### src/rtl/normalize_round_fpu.sv
// normalize_round_fpu: normalizes a raw half-precision sum and rounds it to nearest-even
module normalize_round_fpu (
    input  logic        clk,
    input  logic        rst,
    input  logic        in_valid,
    output logic        in_ready,
    input  logic        sign_in,
    input  logic [4:0]  exp_in,
    input  logic [11:0] man_in,
    input  logic        guard_in,
    input  logic        sticky_in,
    output logic        out_valid,
    input  logic        out_ready,
    output logic [15:0] result,
    output logic        flag_ovf,
    output logic        flag_unf,
    output logic        flag_inx,
    output logic        flag_zero
);
    typedef enum logic [1:0] {IDLE, NORM, ROUND, DONE} state_t;
    state_t state, state_nx;
    logic [5:0] exp, e0, exp_f;
    logic [11:0] man, m;
    logic [3:0] cnt;
    logic [4:0] ef;
    logic [9:0] frac;
    logic [15:0] res_nx;
    logic g, s, sign, up, sub, ovf, inx, zero_in;
    assign in_ready = state == IDLE;
    assign out_valid = state == DONE;
    always_comb begin
        e0 = (exp_in == 5'd0) ? 6'd1 : {1'b0, exp_in};
        zero_in = man_in == 12'd0 && !guard_in && !sticky_in;
        up = g & (s | man[0]);
        m = {1'b0, man[10:0]} + {11'd0, up};
        exp_f = m[11] ? exp + 6'd1 : exp;
        frac = m[11] ? 10'd0 : m[9:0];
        sub = exp_f == 6'd1 && !m[10];
        ef = sub ? 5'd0 : exp_f[4:0];
        ovf = exp_f >= 6'd31;
        inx = g | s | ovf;
        res_nx = ovf ? {sign, 5'h1F, 10'h0} : {sign, ef, frac};
        state_nx = state;
        unique case (state)
            IDLE:  state_nx = !in_valid ? IDLE : zero_in ? DONE :
                              (man_in[11] || man_in[10] || e0 == 6'd1) ? ROUND : NORM;
            NORM:  state_nx = (man[9] || exp == 6'd2 || cnt == 4'd9) ? ROUND : NORM;
            ROUND: state_nx = DONE;
            DONE:  state_nx = out_ready ? IDLE : DONE;
        endcase
    end
    always_ff @(posedge clk) begin
        if (rst) state <= IDLE;
        else state <= state_nx;
    end
    always_ff @(posedge clk) begin
        if (rst) begin
            exp <= '0;
            man <= '0;
            cnt <= '0;
            g <= 1'b0;
            s <= 1'b0;
            sign <= 1'b0;
            result <= '0;
            flag_ovf <= 1'b0;
            flag_unf <= 1'b0;
            flag_inx <= 1'b0;
            flag_zero <= 1'b0;
        end else begin
            unique case (state)
                IDLE: if (in_valid) begin
                    sign <= sign_in;
                    cnt <= '0;
                    if (zero_in) begin
                        result <= {sign_in, 15'h0};
                        {flag_ovf, flag_unf, flag_inx, flag_zero} <= 4'b0001;
                    end
                    // A carry out of the adder is absorbed here so ROUND only sees [10:0]
                    if (man_in[11]) begin
                        man <= man_in >> 1;
                        g <= man_in[0];
                        s <= guard_in | sticky_in;
                        exp <= e0 + 6'd1;
                    end else begin
                        man <= man_in;
                        g <= guard_in;
                        s <= sticky_in;
                        exp <= e0;
                    end
                end
                NORM: begin
                    man <= {man[10:0], g};
                    g <= s;
                    exp <= exp - 6'd1;
                    cnt <= cnt + 4'd1;
                end
                ROUND: begin
                    result <= res_nx;
                    flag_ovf <= ovf;
                    flag_unf <= ef == 5'd0 && inx && !ovf;
                    flag_inx <= inx;
                    flag_zero <= res_nx[14:0] == 15'd0;
                end
                DONE: ;
            endcase
        end
    end
endmodule

### config.mk
export PLATFORM = sky130hd
export DESIGN_NAME = normalize_round_fpu
export DESIGN_NICKNAME = d
export VERILOG_FILES = /design/src/rtl/normalize_round_fpu.sv
export SDC_FILE = /design/constraint.sdc
export NUM_CORES = 1
export LEC_CHECK = 0
export ABC_CLOCK_PERIOD_IN_PS = 2590
export CAP_MARGIN = 20
export CORE_UTILIZATION = 29
export DETAILED_ROUTE_END_ITERATION = 6
export SYNTH_ARGS = -nofsm -noshare
export SYNTH_HDL_FRONTEND = slang
export SYNTH_SLANG_ARGS = --single-unit
### constraint.sdc
create_clock -name clk -period 2.59 [get_ports clk]
set_input_delay 0.777 -clock clk [delete_from_list [all_inputs] [get_ports clk]]
set_output_delay 0.777 -clock clk [all_outputs]
set_load 0.1 [all_outputs]
Word-level counts from Yosys, hierarchy flattened
Cells that the tools add are included.
{ "totals": {"register_bits": 46, "inputBits": 24, "output_inout_bits": 22, "wordCells": 89} }
{ "op_classes": {"addsub": 5, "magnitude_cmp": 1, "eq_ne": 9, "muxes": 34, "bitwise_logic": 5, "n_reduce_logical": 23} }
{ "ops": {"columns": ["cell", "n"], "rows": [
  ["$mux 16", 2],
  ["$pmux 16 s2", 1],
  ["$mux 11", 2],
  ["$pmux 11 s2", 1],
  ["$mux 6", 3],
  ["$logic_not 15->1", 1],
  ["$mux 15", 1],
  ["$add 11x1->12", 1],
  ["$logic_not 12->1", 1],
  ["$pmux 6 s2", 1],
  ["$logic_not 5->1", 2],
  ["$mux 10", 1],
  ["$mux 2", 5],
  ["$mux 5", 2],
  ["$pmux 1 s2", 5],
  ["$pmux 2 s4", 1],
  ["$pmux 4 s2", 1],
  ["$mux 1", 7],
  ["$add 5x1->6 const B", 1],
  ["$add 6x1->6 const B", 1],
  ["$eq 6x1->1 const B", 1],
  ["$eq 6x2->1 const B", 1],
  ["$ge 6x5->1 const B", 1],
  ["$sub 6x1->6 const B", 1],
  ["other kinds (17)", 33]
]} }

Logic depth before layout (Yosys ltp)
{ "logic_depth": {"depth_word": 11, "ltp_mapped": 10, "depth_no_buf": 8} }

Least setup slack after synthesis
Ideal clock, no wire load.
{ "synth_path": {"path_type": "reg-to-output", "startpoint": "reg state[1]", "endpoint": "out in_ready", "arrival_time_ps": 1706, "required_ps": 1813, "slack_ps": 107, "path_stages_with_launch": 3, "n_path_buf": 1, "path_cell_list": "dfxtp_1 > clkbuf_1 > nor2_1"} }
{ "synth_between": {"elab_chain_cells": 1} }
{ "synth_rtl": {"columns": ["element", "line_no", "text"], "rows": [
  ["start, declared", "21", "state_t state, state_nx;"],
  ["start signal, assigned", "54", "else state <= state_nx;"],
  ["$logic_not 2->1", "29", "assign in_ready = state == IDLE;"],
  ["end, declared", "6", "output logic in_ready,"]
]} }
No other way between the ends.

Worst setup path in the final report
{ "layout_path": {"startpoint": "reg man[5]", "endpoint": "reg flag_unf"} }
{ "layout_between": {"elab_chain_cells": 9, "elab_cells_between_ends": 13, "cone_classes": "add/sub (1); order compare (1); eq/ne (1); mux (3); bitwise (1); reduce/logical (6)"} }
{ "layout_rtl": {"columns": ["element", "line_no", "text"], "rows": [
  ["start, declared", "23", "logic [11:0] man, m;"],
  ["start signal, assigned", "80", "man <= man_in >> 1;"],
  ["start signal, assigned", "85", "man <= man_in;"],
  ["start signal, assigned", "92", "man <= {man[10:0], g};"],
  ["$add 11x1->12 (*)", "35", "m = {1'b0, man[10:0]} + {11'd0, up};"],
  ["$mux 6", "36", "exp_f = m[11] ? exp + 6'd1 : exp;"],
  ["$eq 6x1->1", "38", "sub = exp_f == 6'd1 && !m[10];"],
  ["$logic_and 1x1->1", "38", null],
  ["$mux 5", "39", "ef = sub ? 5'd0 : exp_f[4:0];"],
  ["$logic_not 5->1", "100", "flag_unf <= ef == 5'd0 && inx && !ovf;"],
  ["$logic_and 1x1->1", "100", null],
  ["$logic_and 1x1->1 (*)", "100", null],
  ["$pmux 1 s2 (*)", "70", "unique case (state)"],
  ["end signal, assigned", "100", null],
  ["end, declared", "16", "output logic flag_unf,"]
]} }
Every way passes the cells marked *; elsewhere a longest branch is shown, timed or not.
A chain may end at the register's enable or synchronous reset.

==> out/qor.csv <==
metric;value;unit
global-route wire length before repair;12100;um
Data required, critical path;2.74;ns
# setup viols final;0;
Max Cap Violations;0;
final instance area;3580;um2
Synth Instances;351;
largest net degree at the start of global routing;17;
grt ovf;0;
shortest period the worst path allows;2.39;ns
Core ar.;9370;um2
CP delay by family, top;compound AO/OA/AOI/OAI gates;
Starting Density;0.304;
die area;10200;um2
fin. max-slew vios;0;
dpl cells;527;
Worst path slowest cell;o41ai_1;
Clk Latency, worst-skew pair;0.29;ns
post-synth cell types;61;
share of layout cells above drive strength 1;0.173;
Synth Area in XOR/XNOR;0.0585;
post-synth top area share;0.324;
initial DRC count;126;
outcome;finished clean;
root buf cell;clkbuf_8;
Final Hold Vio Count;0;
Slew HR;0.362;
post-synthesis sequential area ratio;0.324;
CTS tree;done;
# diodes;0;
Area growth syn-to-layout;25.8;%
Clock Sinks;46;
Synth area leaders;dfxtp_1 32%, nor2_1 6.3%, mux2i_1 5.3%;
final setup margin;0.200;ns
Ports;46;
IO buf count;45;
Synth Area in Simple Gates;0.258;
Hold WC Path Type;flip-flop to flip-flop;
CTS buffer count;5;
Setup Skew;0.0107;ns
H-tree depth;2;
wirelength, routed;7210;um
top_reg_cell synth;dfxtp_1;
P_leak;1.47;nW
post-CTS setup repair buffer count;0;
initial antenna violation count;0;
Place WS;-0.0490;ns
Longest Clk Path Bufs;2;
final worst-path cycle share;0.923;
final std cells w/o fill;534;
startpoint types;flip-flop;
routed vias;2703;
clk slew on worst S/H paths;0.08;ns
Yosys warnings;0;
largest family of logic cells by synthesized area;simple AND/OR/NAND/NOR gates;
mapped cell area;2850;um2
hold buffers post-CTS;0;
utilization after layout;0.382;
number of routed nets with antenna violations;0;
via-per-instance ratio;5.06;
Largest stage delay, worst path;0.51;ns
vias in the first global route;2475;
synthesized net count;382;
#FFs+latches synth;46;
post-synthesis mux area share;0.0527;
area leader, netlist;dfxtp_1;
routability congestion estimate;0.803;
Worst Max-Slew Pin Slew;0.954;ns
crit path buf inv count;0;
Resized Gates After CTS;0;
worst path arrival time;2.54;ns
First-pass DRT Iterations;4;
hpwl dp;5730;um
pwr dens;570;nW/um2
achievable frequency;418;MHz
compound-gate portion of the synthesized area;0.218;
RSZ-0062 raised after global routing;no;
peak supply drop;0.248;mV
async set-or-reset flop fraction in the synthesized netlist;0;
Die X;101;um
Post-Synth Adder-Cell Area;0.0308;
post-DR wirelength/cell;13.5;um
Fin Hold WS;0.446;ns
gr usage total;0.148;
Avg Inst Size Synth;8.11;um2
Total Nets Final;436;
worst-path cell chain;and4_1 > nand4_4 > o21ba_1 > o211a_1 > o41ai_1 > o21ai_0;
Worst Setup End Kind;flip-flop;
Std-Cell Rows;35;
critical path class;flip-flop to flip-flop;
Placed Area;3500;um2
number of synthesized flops with an enable pin;0;
Post-route DRC;0;
chip height;101;um
Max FO, Critical Path;7;
## layer usage
layer | up-vias | global-route usage | share of wire
met4 | 0 | 0.0268 | 0.0061
met2 | 75 | 0.231 | 0.44
met1 | 1227 | 0.212 | 0.50
li1 | 1397 | - | -
met5 | - | 0 | 0
met3 | 4 | 0.0291 | 0.052
## cell families (layout without fill, tap and decap cells)
kind of cell | count (synthesis) | count (layout)
simple gates | 142 | 142
buf+inv | 36 | 90
compound gates | 86 | 86
mux | 15 | 15
flops | 46 | 46
xor+xnor | 19 | 19
fa+ha+maj | 7 | 7
## registers in the layout, summed over array words and instances (netlist names)
signal / cells
s: 1
man: 11
result: 16
sign: 1
exp: 6
flag_unf: 1
g: 1
cnt: 4
flag_zero: 1
flag_ovf: 1
state: 2
flag_inx: 1
## layout by cell type (no fill, tap or decap), types with 3 or more instances in the layout
cell             Yosys  routed
a211oi_1             4       4
a21oi_1             19      19
nor4_1               7       7
xnor2_1             12      12
buf_4                4      50
a31oi_1              5       5
xor2_1               7       7
o21ai_0              9       9
clkdlybuf4s50_1      0      23
nand3_1              7       7
nor3_1               8       8
a221oi_1            10      10
nand2b_1             4       4
or2_2                3       3
inv_1                8       8
ha_1                 7       7
a32o_1               5       5
o22ai_1              3       3
dfxtp_1             46      46
mux2i_1             15      15
or3_1                3       3
nor2_1              48      48
nand4_1              9       9
nand2_1             32      32
and3_1               5       5
a22o_1               5       5
clkbuf_8             0       5
## cell type report
cell class / count / area (um2)
multi-input cells: 269 / 1760
inverters: 9 / 33.8
well taps: 129 / 161
flip-flops and latches: 46 / 921
fillers: 996 / 5790
clock inverters: 2 / 10.0
clock buffers: 5 / 68.8
repair buffers: 74 / 626
## Yosys cell counts (all sizes together), types with 3 or more instances
| cell type | n |
|---|---|
| nor2 | 48 |
| dfxtp | 46 |
| nand2 | 32 |
| a21oi | 20 |
| clkbuf | 15 |
| mux2i | 15 |
| buf | 12 |
| xnor2 | 12 |
| nand4 | 11 |
| a221oi | 10 |
| nor3 | 10 |
| o21ai | 10 |
| inv | 8 |
| ha | 7 |
| nand3 | 7 |
| nor4 | 7 |
| xor2 | 7 |
| a22o | 5 |
| a31oi | 5 |
| a32o | 5 |
| and3 | 5 |
| a211oi | 4 |
| and4 | 4 |
| nand2b | 4 |
| o22ai | 3 |
| or2 | 3 |
| or3 | 3 |
## metrics by stage
step                setup TNS (ns)  power, mW
global placement           -0.0314       1.64
detailed placement          -0.413       1.65
finish                           0       2.04
global route                     0       2.18
floorplan                        0       1.42
CTS                              0       2.06
## final timing paths
kind | from | end | slack [ns] | cells after the start
worst min-delay path | flag_inx | flag_inx | 0.45 | 2
worst max register to register | man[5] | flag_unf | 0.20 | 6
worst min register to register | flag_inx | flag_inx | 0.45 | 2
worst max-delay path | man[5] | flag_unf | 0.20 | 6
## worst register-to-register path: stages, from the launching register on
cell and delay [ns]:
dfxtp_1 0.47, and4_1 0.45, nand4_4 0.18, o21ba_1 0.21, o211a_1 0.29, o41ai_1 0.51
o21ai_0 0.14
## report_power, final
group / total, mW / switching, mW / internal (mW)
clock network: 0.403 / 0.222 / 0.181
logic: 0.769 / 0.484 / 0.285
registers: 0.868 / 0.0942 / 0.774
total: 2.04 / 0.800 / 1.24
(Power assumes the default switching activity.)
